`src/rtl/led_seq_pkg.sv`:
```
// Shared types, default parameters and pattern helpers for the LED pattern sequencer.
// The helpers return MAX_WIDTH-bit vectors; callers size-cast the result down to their WIDTH.
package led_seq_pkg;

    typedef enum logic [1:0] {
        PH_BLINK = 2'd0,
        PH_SHIFT = 2'd1,
        PH_FILL  = 2'd2,
        PH_DONE  = 2'd3
    } phase_e;

    localparam int DEF_WIDTH         = 16;
    localparam int DEF_BLINK_TOGGLES = 12;
    localparam int DEF_DIV_BITS      = 25;
    localparam int MAX_WIDTH         = 64;

    // Bits width/2-level .. width/2+level-1 set; level 0 gives an all-off bank.
    function automatic logic [MAX_WIDTH-1:0] centre_mask(input int width, input int level);
        logic [MAX_WIDTH-1:0] m;
        m = '0;
        for (int i = 0; i < MAX_WIDTH; i++) begin
            if ((i >= (width / 2) - level) && (i < (width / 2) + level)) begin
                m[i] = 1'b1;
            end
        end
        return m;
    endfunction

    // 1010... across the low width bits, MSB set (width is even, so odd bits are ones).
    function automatic logic [MAX_WIDTH-1:0] alt_pattern(input int width);
        logic [MAX_WIDTH-1:0] m;
        m = '0;
        for (int i = 0; i < MAX_WIDTH; i++) begin
            if ((i < width) && ((i % 2) == 1)) begin
                m[i] = 1'b1;
            end
        end
        return m;
    endfunction

endpackage

```
`src/rtl/led_pattern_seq_tick_strobe.sv`:
```
// Free-running step-rate divider: one-cycle tick each time the counter reaches all-ones.
module tick_strobe
    import led_seq_pkg::*;
#(
    parameter int DIV_BITS = DEF_DIV_BITS
) (
    input  logic clk,
    input  logic rst,
    output logic tick
);

    logic [DIV_BITS-1:0] cnt_q;
    logic [DIV_BITS-1:0] cnt_d;

    always_comb begin
        cnt_d = cnt_q + 1'b1;
    end

    always_ff @(posedge clk or posedge rst) begin
        if (rst) begin
            cnt_q <= '0;
        end else begin
            cnt_q <= cnt_d;
        end
    end

    assign tick = &cnt_q;

endmodule

```
`src/rtl/led_pattern_seq.sv`:
```
// Board LED show: blink the bank, shift an alternating pattern out, then fill/drain from the centre.
// Define LED_SEQ_LOOP_EN to restart the show after a full fill instead of stopping in DONE.
//
// state    | meaning
// ---------+----------------------------------------------------------------
// PH_BLINK | invert the whole bank once per step, BLINK_TOGGLES times
// PH_SHIFT | shift the alternating pattern through a 3*WIDTH register (dir)
// PH_FILL  | grow (dir=0) or shrink (dir=1) a lit band around the centre
// PH_DONE  | bank held all-on, steps ignored until rst
module led_pattern_seq
    import led_seq_pkg::*;
#(
    parameter int WIDTH         = DEF_WIDTH,
    parameter int BLINK_TOGGLES = DEF_BLINK_TOGGLES,
    parameter int DIV_BITS      = DEF_DIV_BITS
) (
    input  logic             clk,
    input  logic             rst,
    input  logic             en,
    input  logic             dir,
    output logic [WIDTH-1:0] led,
    output logic [1:0]       phase,
    output logic             step
);

    localparam int CNT_W  = $clog2(BLINK_TOGGLES + 2);
    localparam int LVL_W  = $clog2(WIDTH / 2 + 1);
    localparam int SREG_W = 3 * WIDTH;

    localparam logic [CNT_W-1:0] BLINK_LAST = CNT_W'(BLINK_TOGGLES);
    localparam logic [LVL_W-1:0] LVL_FULL   = LVL_W'(WIDTH / 2);
    localparam logic [WIDTH-1:0] ALT        = WIDTH'(alt_pattern(WIDTH));

    logic tick;
    logic step_in;

    phase_e              phase_q, phase_d;
    logic [WIDTH-1:0]    led_q, led_d;
    logic                step_q, step_d;
    logic [CNT_W-1:0]    blink_cnt_q, blink_cnt_d;
    logic [SREG_W-1:0]   sreg_q, sreg_d;
    logic [LVL_W-1:0]    fill_lvl_q, fill_lvl_d;

    tick_strobe #(
        .DIV_BITS (DIV_BITS)
    ) u_tick (
        .clk  (clk),
        .rst  (rst),
        .tick (tick)
    );

    assign step_in = tick & en;

    always_comb begin
        phase_d     = phase_q;
        led_d       = led_q;
        step_d      = 1'b0;
        blink_cnt_d = blink_cnt_q;
        sreg_d      = sreg_q;
        fill_lvl_d  = fill_lvl_q;

        if (step_in) begin
            case (phase_q)
                PH_BLINK: begin
                    step_d = 1'b1;
                    if (blink_cnt_q == BLINK_LAST) begin
                        sreg_d                    = '0;
                        sreg_d[2*WIDTH-1:WIDTH]   = ALT;
                        led_d                     = ALT;
                        phase_d                   = PH_SHIFT;
                    end else begin
                        led_d       = ~led_q;
                        blink_cnt_d = blink_cnt_q + 1'b1;
                    end
                end

                PH_SHIFT: begin
                    step_d = 1'b1;
                    if (sreg_q[2*WIDTH-1:WIDTH] == '0) begin
                        fill_lvl_d = LVL_W'(1);
                        led_d      = WIDTH'(centre_mask(WIDTH, 1));
                        phase_d    = PH_FILL;
                    end else begin
                        // Bits leaving the window stay in the outer thirds so a reversal recovers them.
                        if (dir) begin
                            sreg_d = {sreg_q[SREG_W-2:0], 1'b0};
                        end else begin
                            sreg_d = {1'b0, sreg_q[SREG_W-1:1]};
                        end
                        led_d = sreg_d[2*WIDTH-1:WIDTH];
                    end
                end

                PH_FILL: begin
                    step_d = 1'b1;
                    if (fill_lvl_q == LVL_FULL) begin
`ifdef LED_SEQ_LOOP_EN
                        led_d       = '0;
                        blink_cnt_d = '0;
                        phase_d     = PH_BLINK;
`else
                        led_d   = '1;
                        phase_d = PH_DONE;
`endif
                    end else begin
                        if (!dir) begin
                            fill_lvl_d = fill_lvl_q + 1'b1;
                        end else if (fill_lvl_q != '0) begin
                            fill_lvl_d = fill_lvl_q - 1'b1;
                        end
                        led_d = WIDTH'(centre_mask(WIDTH, int'(fill_lvl_d)));
                    end
                end

                PH_DONE: begin
                    led_d = '1;
                end

                default: begin
                    phase_d = PH_BLINK;
                end
            endcase
        end
    end

    always_ff @(posedge clk or posedge rst) begin
        if (rst) begin
            phase_q     <= PH_BLINK;
            led_q       <= '1;
            step_q      <= 1'b0;
            blink_cnt_q <= '0;
            sreg_q      <= '0;
            fill_lvl_q  <= '0;
        end else begin
            phase_q     <= phase_d;
            led_q       <= led_d;
            step_q      <= step_d;
            blink_cnt_q <= blink_cnt_d;
            sreg_q      <= sreg_d;
            fill_lvl_q  <= fill_lvl_d;
        end
    end

    assign led   = led_q;
    assign phase = phase_q;
    assign step  = step_q;

endmodule

```
`config.mk`:
```
export PLATFORM = sky130hd
export DESIGN_NAME = led_pattern_seq
export DESIGN_NICKNAME = d
export VERILOG_FILES = /design/src/rtl/led_seq_pkg.sv /design/src/rtl/led_pattern_seq_tick_strobe.sv /design/src/rtl/led_pattern_seq.sv
export SDC_FILE = /design/constraint.sdc
export NUM_CORES = 1
export LEC_CHECK = 0
export ABC_AREA = 1
export CAP_MARGIN = 15
export CORE_MARGIN = 5
export CORE_UTILIZATION = 60
export CTS_CLUSTER_SIZE = 30
export DETAILED_ROUTE_END_ITERATION = 7
export GPL_ROUTABILITY_DRIVEN = 0
export GPL_TIMING_DRIVEN = 0
export HOLD_SLACK_MARGIN = 0.03
export PLACE_DENSITY = 0.88
export SYNTH_ARGS = -nofsm -noshare
export SYNTH_HDL_FRONTEND = slang
export SYNTH_HIERARCHICAL = 1
export SYNTH_SLANG_ARGS = --single-unit
```
`constraint.sdc`:
```
create_clock -name clk -period 3.3 [get_ports clk]
set_input_delay 0.825 -clock clk [delete_from_list [all_inputs] [get_ports clk]]
set_output_delay 0.825 -clock clk [all_outputs]
set_load 0.02 [all_outputs]
```
==> results of run 1 <==
kinds of logic after synthesis:
logic type,after synthesis
adders and majority gates,16
AOI/OAI and AO/OA,155
and+or+nand+nor,297
buffers and inverters,127
DFF,100
xor gates and xnor gates,18
flip-flops by register name (all words and copies together) (netlist names):
register / cells
blink_cnt_q: 4
fill_lvl_q: 4
led: 16
phase: 2
sreg_q: 48
step: 1
u_tick/cnt_q: 25
worst reg2reg max path, cell delays in order (launching register included):
cell      delay, ns
dfrtp_2        0.46
inv_1          0.12
ha_2           0.24
nand2_1        0.12
o21ai_1        0.19
nand2_2        0.17
inv_2          0.15
ha_1           0.24
inv_1          0.12
nand3_2        0.13
nand2_4        0.11
nand3_2        0.10
inv_1          0.06
ha_1           0.29
nand3b_1       0.18
nand3_1        0.09
nand2_1        0.05
nand2_1        0.06
nand2_1        0.06
nand2_1        0.08
metal layers:
layer  wire length, µm  vias up  part of all wire, %  track usage, %
li1                  -     2393                    -               -
met1              5520     2389                   42            31.7
met2              6180      228                   47            38.5
met3               989       38                  7.6            4.52
met4               342        0                  2.6            9.04
met5                 0        -                    0               0
power by group:
part           internal [mW]  switching (mW)
Combinational         0.0356          0.0939
Clock                  0.310           0.455
Sequential              1.23               0
Total                   1.57           0.549
through the flow:
step	setup TNS [ns]	cells
after floorplan	0	713
after global placement	-37.04	864
after detailed placement	-4.87	864
after CTS	0	880
after global routing	-0.00795	882
final	0	882
final timing paths:
| kind | startpoint | end | slack [ns] | cells after the start |
|---|---|---|---|---|
| min reg2reg | blink_cnt_q[3] | blink_cnt_q[3] | 0.49 | 1 |
| max in group asynchronous | rst | fill_lvl_q[1] | 1.65 | 2 |
| max reg2reg | fill_lvl_q[0] | led[0] | 0.23 | 19 |
| min in group asynchronous | rst | sreg_q[36] | 1.03 | 2 |
| max | fill_lvl_q[0] | led[0] | 0.23 | 19 |
| min | blink_cnt_q[3] | blink_cnt_q[3] | 0.49 | 1 |
Yosys cell counts (3+ instances only):
cell	count	share of area, %
nand2_1	171	11
inv_1	91	6.0
dfrtp_1	84	37
nor2_1	46	3.0
o21ai_0	43	3.8
o22ai_1	42	4.6
o21ai_1	40	3.5
nand3_1	24	2.1
dfstp_2	16	7.4
ha_1	16	3.5
buf_2	13	1.1
a21oi_1	11	0.97
inv_2	11	0.73
xor2_1	10	1.5
clkbuf_1	9	0.60
nand4_1	9	0.99
nand2_2	8	0.88
nand3b_1	8	1.1
o211ai_1	8	1.1
xnor2_1	8	1.2
nor2_4	7	1.4
nor2_2	6	0.66
nor3_1	6	0.53
nand2_4	5	0.99
a31oi_1	3	0.33
nand3_2	3	0.53
nand3_4	3	0.93
area by class of cell:
type	count	share of cell area, %
clock inverter	6	0.879
multi-input combinational	486	42.3
clock buffer	10	2.20
tap	129	2.58
timing repair buffer	24	3.67
inverter	102	6.15
sequential	100	40.3
buffer	25	1.88
repair_timing:
action | 4_1_cts | 5_1_grt
gates resized for setup | 2 | 6
setup endpoints to repair | 4 | 1
pin swaps | 0 | 0
setup buffers | 0 | 2
==> out/metrics.yaml, run 1 <==
dp_hpwl_um: 9450
synth-simple-area-share_pct: 24.8
setup_viol: 0
finalInstanceArea_um2: 6260
wl_per_cell_um: 14.8
startpoint_type: "flop"
clk_latency_ns: 0.37
power.density_nw_per_um2: 338
routed-via-count: 5048
final_common_cell: "nand2_1"
critical_path_class: "reg2reg"
fin_worst_skew_ns: 0.0168
post-route-worst-setup-slack_ns: 0.226
syn_nets: 733
placementRows: 35
timing.critical_path.mode_cell: "nand2_1"
peakVddDrop_v: 0.000220
via_per_inst: 5.72
die_area_um2: 11500
drive_above_1_share_pct: 13.4
finalMaxSlewViolations: 0
drv_cap: 0
multi_input_area_um2: 2650
clkTransAtPathRegs_ns: 0.11
nets: 768
core_um2: 9240
die_height_um: 107
fillers: 715
seqCellArea_um2: 2520
cellLeakagePower_nw: 3.00
synth_adder_area_share_pct: 3.53
hp-class: "reg2reg"
slowest_delay_ns: 0.46
power.total_mw: 2.12
hold_viol: 0
path_cells: "inv_1 -> ha_2 -> nand2_1 -> o21ai_1 -> nand2_2 -> inv_2 -> ha_1 -> inv_1 -> nand3_2 -> nand2_4 -> nand3_2 -> inv_1 -> ha_1 -> nand3b_1 -> nand3_1 -> nand2_1 -> nand2_1 -> nand2_1 -> nand2_1"
htree_levels: 3
slowest_stage: "dfrtp_2"
synth-edff-count: 0
drt_pass1_iterations: 6
seq_area_frac_synth_pct: 44.5
syn_to_final_growth_pct: 10.5
synth_top_family_by_area: "simple AND/OR/NAND/NOR gates"
period_minus_slack_ns: 3.07
clock_sinks: 100
relSlewSlack_pct: 38.8
drc_errors: 0
antenna_cells: 0
root_buffer: "clkbuf_8"
cp.buffers_inverters: 4
crit_family: "simple AND/OR/NAND/NOR gates"
grtUsageTotal_pct: 23.8
async_reset_ff_share_pct: 100
cts_tree: "built"
dpl_cell_area_um2: 6050
io_buffers: 22
syn_area_um2: 5670
pin_count: 23
ant_nets: 0
initial_core_util_pct: 61.4
synth_mux_area_share_pct: 0
arrival_ns: 3.40
fin_hold_ws_ns: 0.488
synth_warnings: 6
wirelength_um: 13000
fmax_mhz: 325
first_global_vias: 4906
clock_path_buffers: 2
overflow: 0
cp-end-kind: "flop"
synthFlopType: "dfrtp_1"
status: "complete, no violations"
synth_compound_area_share_pct: 15.6
worstPathMaxFanout: 8
cts_buffers: 9
drt-initial-drc-count: 469
synth_seq_cells: 100
grt_max_degree: 76
ys_types: 37
synthCells: 713
layout_common_cells: "nand2_1 (171), inv_1 (89), dfrtp_1 (82), nor2_1 (46), o21ai_0 (43)"
syn_avg_cell_area_um2: 7.95
fp.dieW_um: 107
grt_pass1_wl_um: 22300
finalCritPeriodShare_pct: 93.2
crit_required_ns: 3.62
post-place-ws_ns: -0.664
hold_buffers: 0
synth-xor-area-share_pct: 2.78
antenna_found_initial: 0
utilization_pct: 67.8
tightest_slew_ns: 0.918
No activity file was read; power rests on OpenSTA's default activity.
==> inputs of run 2 (changes only) <==
CAP_MARGIN = 25   (was 15)
==> results of run 2 <==
No change in the layout: final DEF, timing and power equal those of run 1.
